==> src/rtl/ccd_pixel_capture.sv <==
// CCD readout capture: synchronises the CCD phases, takes a correlated double sample
// per pixel (reset level minus signal level) and streams clamped words through a small FIFO.
module ccd_pixel_capture #(
   parameter int ADC_W      = 12,
   parameter int NUM_PIXELS = 2048,
   parameter int SKIP       = 32,
   parameter int REF_DLY    = 4,
   parameter int SIG_DLY    = 4,
   parameter int FIFO_DEPTH = 4
) (
   input  logic             clk,
   input  logic             rst_n,
   input  logic             en,
   input  logic             phi_p,
   input  logic             phi_r,
   input  logic             phi_l1,
   input  logic [ADC_W-1:0] adc_data,
   output logic [ADC_W-1:0] pix_data,
   output logic             pix_valid,
   input  logic             pix_ready,
   output logic             pix_last,
   output logic             frame_active,
   output logic             overflow
);

   localparam int CW   = $clog2(SKIP + NUM_PIXELS + 1);
   localparam int DMAX = (REF_DLY > SIG_DLY) ? REF_DLY : SIG_DLY;
   localparam int DW   = $clog2(DMAX + 1);
   localparam int AW   = $clog2(FIFO_DEPTH);

   localparam logic [2:0] S_IDLE    = 3'd0;
   localparam logic [2:0] S_WAIT_R  = 3'd1;
   localparam logic [2:0] S_DLY_REF = 3'd2;
   localparam logic [2:0] S_WAIT_L  = 3'd3;
   localparam logic [2:0] S_DLY_SIG = 3'd4;
   localparam logic [2:0] S_PUSH    = 3'd5;

   localparam logic [CW-1:0] SKIP_C   = CW'(SKIP);
   localparam logic [CW-1:0] LAST_C   = CW'(SKIP + NUM_PIXELS - 1);
   localparam logic [DW-1:0] REF_C    = DW'(REF_DLY);
   localparam logic [DW-1:0] SIG_C    = DW'(SIG_DLY);
   localparam logic [DW-1:0] DLY_ONE  = DW'(1);
   localparam logic [AW:0]   DEPTH_C  = (AW + 1)'(FIFO_DEPTH);
   localparam logic [AW:0]   CNT_ZERO = (AW + 1)'(0);

   // Reset level minus signal level, clamped at zero instead of wrapping.
   function automatic logic [ADC_W-1:0] cds_clamp(input logic [ADC_W-1:0] rst_lvl,
                                                   input logic [ADC_W-1:0] sig_lvl);
      logic [ADC_W:0] diff;
      diff = {1'b0, rst_lvl} - {1'b0, sig_lvl};
      if (diff[ADC_W]) begin
         return '0;
      end else begin
         return diff[ADC_W-1:0];
      end
   endfunction

   // Bit 0 = phi_p, bit 1 = phi_r, bit 2 = phi_l1
   logic [2:0]       r_sync1, r_sync2, r_hist;
   logic [2:0]       r_state;
   logic [DW-1:0]    r_dly;
   logic [CW-1:0]    r_cnt;
   logic             r_frame_active;
   logic             r_overflow;
   logic [ADC_W-1:0] r_ref, r_sig;
   logic [ADC_W:0]   r_mem [FIFO_DEPTH];
   logic [AW-1:0]    r_wr, r_rd;
   logic [AW:0]      r_count;
   logic             r_valid;

   logic             w_p_rise, w_r_fall, w_l_rise;
   logic [2:0]       w_state_nxt;
   logic [DW-1:0]    w_dly_nxt;
   logic [CW-1:0]    w_cnt_nxt;
   logic             w_fa_nxt;
   logic             w_cap_ref, w_cap_sig;
   logic             w_push, w_push_last;
   logic             w_pop, w_full, w_wr_ok;
   logic [AW:0]      w_count_nxt;

   assign w_p_rise = r_sync2[0] & ~r_hist[0];
   assign w_r_fall = ~r_sync2[1] & r_hist[1];
   assign w_l_rise = r_sync2[2] & ~r_hist[2];

   // Two-flop synchronisers plus a history flop for edge detection
   always_ff @(posedge clk or negedge rst_n) begin
      if (!rst_n) begin
         r_sync1 <= 3'b000;
         r_sync2 <= 3'b000;
         r_hist  <= 3'b000;
      end else begin
         r_sync1 <= {phi_l1, phi_r, phi_p};
         r_sync2 <= r_sync1;
         r_hist  <= r_sync2;
      end
   end

   // Capture sequencer; disable beats restart, restart beats everything else
   always_comb begin
      w_state_nxt = r_state;
      w_dly_nxt   = r_dly;
      w_cnt_nxt   = r_cnt;
      w_fa_nxt    = r_frame_active;
      w_cap_ref   = 1'b0;
      w_cap_sig   = 1'b0;
      w_push      = 1'b0;
      w_push_last = 1'b0;
      if (!en) begin
         w_state_nxt = S_IDLE;
         w_fa_nxt    = 1'b0;
      end else if (w_p_rise) begin
         w_state_nxt = S_WAIT_R;
         w_cnt_nxt   = '0;
         w_fa_nxt    = 1'b1;
      end else begin
         case (r_state)
            S_IDLE: begin
               w_state_nxt = S_IDLE;
            end
            S_WAIT_R: begin
               if (w_r_fall) begin
                  w_state_nxt = S_DLY_REF;
                  w_dly_nxt   = REF_C;
               end else begin
                  w_state_nxt = S_WAIT_R;
               end
            end
            S_DLY_REF: begin
               if (r_dly <= DLY_ONE) begin
                  w_cap_ref   = 1'b1;
                  w_state_nxt = S_WAIT_L;
               end else begin
                  w_dly_nxt = r_dly - DLY_ONE;
               end
            end
            S_WAIT_L: begin
               if (w_l_rise) begin
                  w_state_nxt = S_DLY_SIG;
                  w_dly_nxt   = SIG_C;
               end else begin
                  w_state_nxt = S_WAIT_L;
               end
            end
            S_DLY_SIG: begin
               if (r_dly <= DLY_ONE) begin
                  w_cap_sig   = 1'b1;
                  w_state_nxt = S_PUSH;
               end else begin
                  w_dly_nxt = r_dly - DLY_ONE;
               end
            end
            S_PUSH: begin
               w_cnt_nxt = r_cnt + {{(CW-1){1'b0}}, 1'b1};
               if (r_cnt < SKIP_C) begin
                  w_state_nxt = S_WAIT_R;
               end else begin
                  w_push      = 1'b1;
                  w_push_last = (r_cnt == LAST_C);
                  if (r_cnt == LAST_C) begin
                     w_fa_nxt    = 1'b0;
                     w_state_nxt = S_IDLE;
                  end else begin
                     w_state_nxt = S_WAIT_R;
                  end
               end
            end
            default: begin
               w_state_nxt = S_IDLE;
               w_fa_nxt    = 1'b0;
            end
         endcase
      end
   end

   // Sequencer state and sample registers
   always_ff @(posedge clk or negedge rst_n) begin
      if (!rst_n) begin
         r_state        <= S_IDLE;
         r_dly          <= '0;
         r_cnt          <= '0;
         r_frame_active <= 1'b0;
         r_ref          <= '0;
         r_sig          <= '0;
      end else begin
         r_state        <= w_state_nxt;
         r_dly          <= w_dly_nxt;
         r_cnt          <= w_cnt_nxt;
         r_frame_active <= w_fa_nxt;
         r_ref          <= w_cap_ref ? adc_data : r_ref;
         r_sig          <= w_cap_sig ? adc_data : r_sig;
      end
   end

   assign w_pop       = r_valid & pix_ready;
   assign w_full      = (r_count == DEPTH_C);
   assign w_wr_ok     = w_push & (~w_full | w_pop);
   assign w_count_nxt = r_count + {{AW{1'b0}}, w_wr_ok} - {{AW{1'b0}}, w_pop};

   // Output FIFO; a push onto a full FIFO survives only if a pop frees a slot
   always_ff @(posedge clk or negedge rst_n) begin
      if (!rst_n) begin
         for (int i = 0; i < FIFO_DEPTH; i++) begin
            r_mem[i] <= '0;
         end
         r_wr       <= '0;
         r_rd       <= '0;
         r_count    <= '0;
         r_valid    <= 1'b0;
         r_overflow <= 1'b0;
      end else begin
         if (w_wr_ok) begin
            r_mem[r_wr] <= {w_push_last, cds_clamp(r_ref, r_sig)};
            r_wr        <= r_wr + {{(AW-1){1'b0}}, 1'b1};
         end else begin
            r_wr <= r_wr;
         end
         r_rd       <= w_pop ? r_rd + {{(AW-1){1'b0}}, 1'b1} : r_rd;
         r_count    <= w_count_nxt;
         r_valid    <= (w_count_nxt != CNT_ZERO);
         r_overflow <= r_overflow | (w_push & w_full & ~w_pop);
      end
   end

   assign pix_data     = r_mem[r_rd][ADC_W-1:0];
   assign pix_last     = r_valid & r_mem[r_rd][ADC_W];
   assign pix_valid    = r_valid;
   assign frame_active = r_frame_active;
   assign overflow     = r_overflow;

endmodule

==> config.mk <==
export PLATFORM = sky130hd
export DESIGN_NAME = ccd_pixel_capture
export DESIGN_NICKNAME = d
export VERILOG_FILES = /design/src/rtl/ccd_pixel_capture.sv
export SDC_FILE = /design/constraint.sdc
export NUM_CORES = 1
export LEC_CHECK = 0
export BUFFER_PORTS_ARGS = -buffer_cell sky130_fd_sc_hd__buf_2
export CORE_ASPECT_RATIO = 0.9
export CORE_UTILIZATION = 45
export CTS_BUF_LIST = sky130_fd_sc_hd__clkbuf_8
export DETAILED_ROUTE_END_ITERATION = 10
export PLACE_DENSITY = 0.75
export SYNTH_ARGS = -nofsm -noshare
export SYNTH_HDL_FRONTEND = slang
export SYNTH_SLANG_ARGS = --single-unit
==> constraint.sdc <==
create_clock -name clk -period 2.6 [get_ports clk]
set_input_delay 0.52 -clock clk [delete_from_list [all_inputs] [get_ports clk]]
set_output_delay 0.52 -clock clk [all_outputs]
set_load 0.02 [all_outputs]
Yosys cells after proc, flatten, opt, wreduce, memory -nomap -nowiden
Index checks and enable logic that the tools add are counted.
- input port bits: 19
- word-level logic and storage cells: 117
- output and inout port bits: 16
- bits in registers: 113
- eq/ne operators: 15
- add/subtract/negate cells: 7
- order comparisons: 5
- reductions and logical operators: 11
- bitwise operators: 18
- multiplexer cells: 43
- operator list (cell ; count):
    $bwmux 52 ; 1
    $mux 12 ; 4
    $mux 13 ; 3
    $bmux 13 s2 ; 1
    $demux 13 s2 ; 1
    $mux 3 ; 8
    $mux 1 ; 21
    $ne 4x4->1 const B ; 4
    $pmux 3 s5 ; 1
    $sub 12x12->13 ; 1
    $add 12x1->12 const B ; 1
    $eq 12x12->1 const B ; 1
    $lt 12x6->1 const B ; 1
    $eq 3x3->1 const B ; 3
    $pmux 3 s3 ; 1
    $and 1x1->1 ; 8
    $eq 3x2->1 const B ; 2
    $ge 3x3->1 const B ; 2
    $ne 2x2->1 const B ; 3
    $not 1->1 ; 6
    $not 2->3 ; 2
    $reduce_and 6->1 ; 1
    $reduce_bool 3->1 ; 2
    $reduce_or 5->1 ; 1
    other kinds (17) ; 20

Depth between registers and ports, before layout
- depth in word-level cells: 9
- mapped depth: 14
- mapped depth without buffers: 12

Worst setup path after synthesis
Ideal clock, no wire load.
- path type: input -> register
- from: input en
- to: register r_valid, in the netlist pix_valid
- stages: 13
- data arrival time: 2.689 ns
- setup time: 0.131 ns
- path slack: -0.221 ns
- buffers on the path: 1
- required time: 2.469 ns
- cells stage by stage: inv_1 > nor3_4 > o211a_1 > buf_6 > inv_1 > ha_1 > inv_1 > ha_1 > inv_1 > fa_1 > xnor2_1 > xnor2_1 > or3_1
- word-level cells in the longest chain between the ends: 5
- ends and longest elaborated chain (what ; line ; RTL):
    from (decl) ; 13 ; input logic en,
    $mux 1 ; 108 ; if (!en) begin
    $and 1x1->1 ; 196 ; assign w_wr_ok = w_push & (~w_full | w_pop);
    $add 3x1->3 ; 197 ; assign w_count_nxt = r_count + {{AW{1'b0}}, w_wr_ok} - {{AW{1'b0}}, w_pop};
    $sub 3x1->3 ; 197 ;
    via w_count_nxt[2] ; 79 ; logic [AW:0] w_count_nxt;
    $reduce_bool 3->1 ; 219 ; r_valid <= (w_count_nxt != CNT_ZERO);
    to (signal assigned) ; 219 ;
    to (decl) ; 69 ; logic r_valid;
The timed path passes the listed nets, and every way through them passes these cells.
A chain may end at the register's enable or synchronous reset.

Final worst setup path
- from: register r_cnt[5]
- to: register r_valid, in the netlist pix_valid
- word-level cells in the longest chain between the ends: 9
- ends and longest elaborated chain (what ; line ; RTL):
    from (decl) ; 62 ; logic [CW-1:0] r_cnt;
    from (signal assigned) ; 187 ; r_cnt <= w_cnt_nxt;
    $lt 12x6->1 ; 154 ; if (r_cnt < SKIP_C) begin
    $mux 1 ; 154 ;
    $mux 1 ; 116 ; case (r_state)
    $mux 1 ; 111 ; end else if (w_p_rise) begin
    $mux 1 ; 108 ;
    $and 1x1->1 ; 196 ;
    $add 3x1->3 ; 197 ;
    $sub 3x1->3 ; 197 ;
    via w_count_nxt[2] ; 79 ;
    $reduce_bool 3->1 ; 219 ;
The timed path passes the listed nets, and every way through them passes these cells.

==> results.tsv <==
metric	value	unit
area_growth_syn_to_layout	14.68	%
ys_ff_latch	113	
p_switching	1.209	mW
synthFlopType	dfrtp_1	
yosysTopAreaCell	dfrtp_1	
wl_met1	4.976	mm
critPathCaptureType	flop	
holdWs	0.1423	ns
synth.area.mux_share	11.32	%
status	finished clean	
critPathMaxFanout	2	
ir_worst_vdd	0.0003460	V
synth_simple_gate_area_share	10.31	%
hold_path.class	in -> async	
vias_per_cell	5.505	
routed_wl	11.06	mm
synth_xor_xnor_area_share	2.210	%
cts-root-buf	clkbuf_8	
fin_tns_setup	0	ns
nFillCells	1004	
power_frac_clock	37.0	%
synth_top_family_by_area	compound AO/OA/AOI/OAI gates	
globalRoute.totalOverflow	0	
final_area	0.006362	mm²
drc	0	
hpwl	7.782	mm
crit_chain	nor4_4 -> nand2_1 -> o211a_1 -> inv_1 -> ha_1 -> inv_1 -> ha_1 -> inv_1 -> fa_2 -> xnor2_1 -> xnor2_1 -> or3_1	
r2r_start	r_cnt[5]	
hold_viol_final	0	
antenna_found_initial	0	
synth_enable_flop_cells	0	
synthAdderAreaFrac	5.458	%
cts_hold_buf	0	
gp_congestion	0.8595	
boundaryPins	35	
top_layer	met4	
endpoint	pix_valid	
cts_tree	yes	
rr_endpoint	pix_valid	
drv_slew	0	
skew	0.009170	ns
leakagePower	3.154	nW
cts_buffers	17	
ys.warnings.count	0	
r2r_slack	0.007	ns
wl_met3	431	µm
reg2reg_depth	12	
core_area	0.01203	mm²
avgSynthCellArea	12.09	µm²
met2WireLength	5.389	mm
p_comb_share	19.7	%
worstPathRequired	2.92	ns
die_area	0.01278	mm²
first_pass_iters	5	
p_per_area	674.8	mW/mm²
fp.dieW	119.0	µm
regArea	0.002828	mm²
clock_path_buffers	2	
synth_top_area_share	50.97	%
worstSetupStartpointType	flop	
sw_frac_of_total	28.15	%
critPathKind	reg -> reg	
rows	38	
worstMarginPinSlew	0.7650	ns
wire_per_inst	16.14	µm
startpoint	r_cnt[5]	
ant_nets	0	
start_util	46.12	%
p_seq_share	43.3	%
crit_path_frequent_cell	inv_1	
synth_commonest_cells	dfrtp_1 (113), a22o_1 (45), nand2_1 (33)	
post-synth-top-count-cell	dfrtp_1	
setup_viol	0	
port_buffers	34	
track_usage	18.95	%
yosysSeqAreaShare	50.97	%
drv_cap	0	
cp.arrival	2.91	ns
grt_pass1_vias	3786	
power	4.293	mW
clock.fmax	385.6	MHz
antenna_cells	0	
place_inst	654	
drive_gt1_share	26.67	%
final.min_clock_period	2.593	ns
clkSinkCount	113	
crit_slowest_cell	dfrtp_1	
synth-async-reset-ratio	100.0	%
htreeDepth	4	
netlist_area	0.005548	mm²
clk_pin_slew	0.07	ns
grt_pass1_wl	18.40	mm
finalCritPeriodShare	99.74	%
critPathMaxStageDelay	0.41	ns
ys_types	54	
synth_compound_area_share	15.07	%
insertion_delay	0.44	ns
multi_input_area	0.002494	mm²
syn-instance-count	459	
max_slew_margin	49.00	%
final_nets	556	
internal_power	3.085	mW
grt_max_degree	60	
synthTopCellsByArea	dfrtp_1 (51%), a22o_1 (7.1%), mux2_2 (5.7%), mux4_2 (5.3%), ha_1 (4.7%)	
vias	3771	
rsz0062_at_grt	true	
syn-num-nets	501	
drt_iter0_markers	216	
layout.cells.non_filler	685	
placed_area	0.005929	mm²
die-height	107.3	µm
routing by layer:
| metal | global-route usage [%] | vias to the layer above |
|---|---|---|
| met5 | 0 | - |
| met4 | 11.12 | 0 |
| met3 | 4.608 | 22 |
| met2 | 29.82 | 90 |
| met1 | 23.91 | 1892 |
| li1 | - | 1767 |
layout by cell type, fill, tap and decap left out, types with 20 or more instances in the layout:
cell,instances
buf_4,20
ha_1,21
o21ai_0,26
dfrtp_1,113
nor2_1,25
buf_2,33
clkbuf_8,21
inv_1,31
mux2_2,28
nand2_1,33
a22o_1,45
cell families (layout without fill, tap and decap cells):
| kind of cell | count (synthesis) | in the layout |
|---|---|---|
| multiplexers | 43 | 43 |
| flip-flops | 113 | 113 |
| buffers and inverters | 47 | 113 |
| XOR/XNOR | 14 | 14 |
| AND/OR/NAND/NOR | 105 | 105 |
| AO/OA/AOI/OAI | 114 | 114 |
| adder cells (fa/ha/maj) | 23 | 23 |
worst max-delay path, delay by kind of cell, from the launching register on:
kind	cells	cell delay, ns
DFF	1	0.41
and+or+nand+nor	3	0.71
adders and majority gates	3	0.68
buffers and inverters	3	0.16
AOI/OAI and AO/OA	1	0.22
xor gates and xnor gates	2	0.28
state kept, by name (all words and copies together), names as in the netlist:
register,flops
r_mem,52
overflow,1
r_sync1,3
pix_valid,1
r_ref,12
r_wr,2
r_sig,12
r_hist,3
r_cnt,12
r_dly,3
r_rd,2
r_sync2,3
r_state,3
r_count,3
frame_active,1
metrics by stage:
stage | setup WS [ns] | utilization [%]
floorplan | -0.2208 | -
global placement | -0.1036 | 49.29
detailed placement | -0.1894 | 49.29
CTS | 0.007001 | 52.53
global route | -0.1700 | 52.89
finish | 0.006753 | 52.89
power by group through the flow:
stage | logic, mW | registers [mW] | clock network [mW]
floorplan | 0.547 | 1.88 | 0
finish | 0.846 | 1.86 | 1.59
detailed placement | 0.765 | 1.89 | 0
global placement | 0.720 | 1.88 | 0
CTS | 0.769 | 1.86 | 1.62
global route | 0.924 | 1.86 | 1.71
how the worst min path moves through the flow:
stage	startpoint	depth (start not counted)	end
2_1_floorplan	rst_n	0	frame_active
3_3_place_gp	r_sync1[2]	0	r_sync2[2]
3_5_place_dp	r_sync1[1]	0	r_sync2[1]
4_1_cts	phi_p	1	r_sync1[0]
5_1_grt	phi_p	1	r_sync1[0]
6_report	rst_n	1	pix_valid
timing repair:
action | 4_1_cts | 5_1_grt
buffers inserted | 0 | 1
gates resized for setup | 2 | 4
gates cloned | 0 | 0
pin swaps | 1 | 1
setup endpoints to repair | 1 | 45
cell type report:
type,instances,area share (%)
well taps,160,3.147
multi-input cells,299,39.19
inverters,28,1.652
repair buffers,55,5.585
clock buffers,21,4.543
clock inverters,9,1.436
flip-flops and latches,113,44.44
No activity file was read; power rests on OpenSTA's default activity.
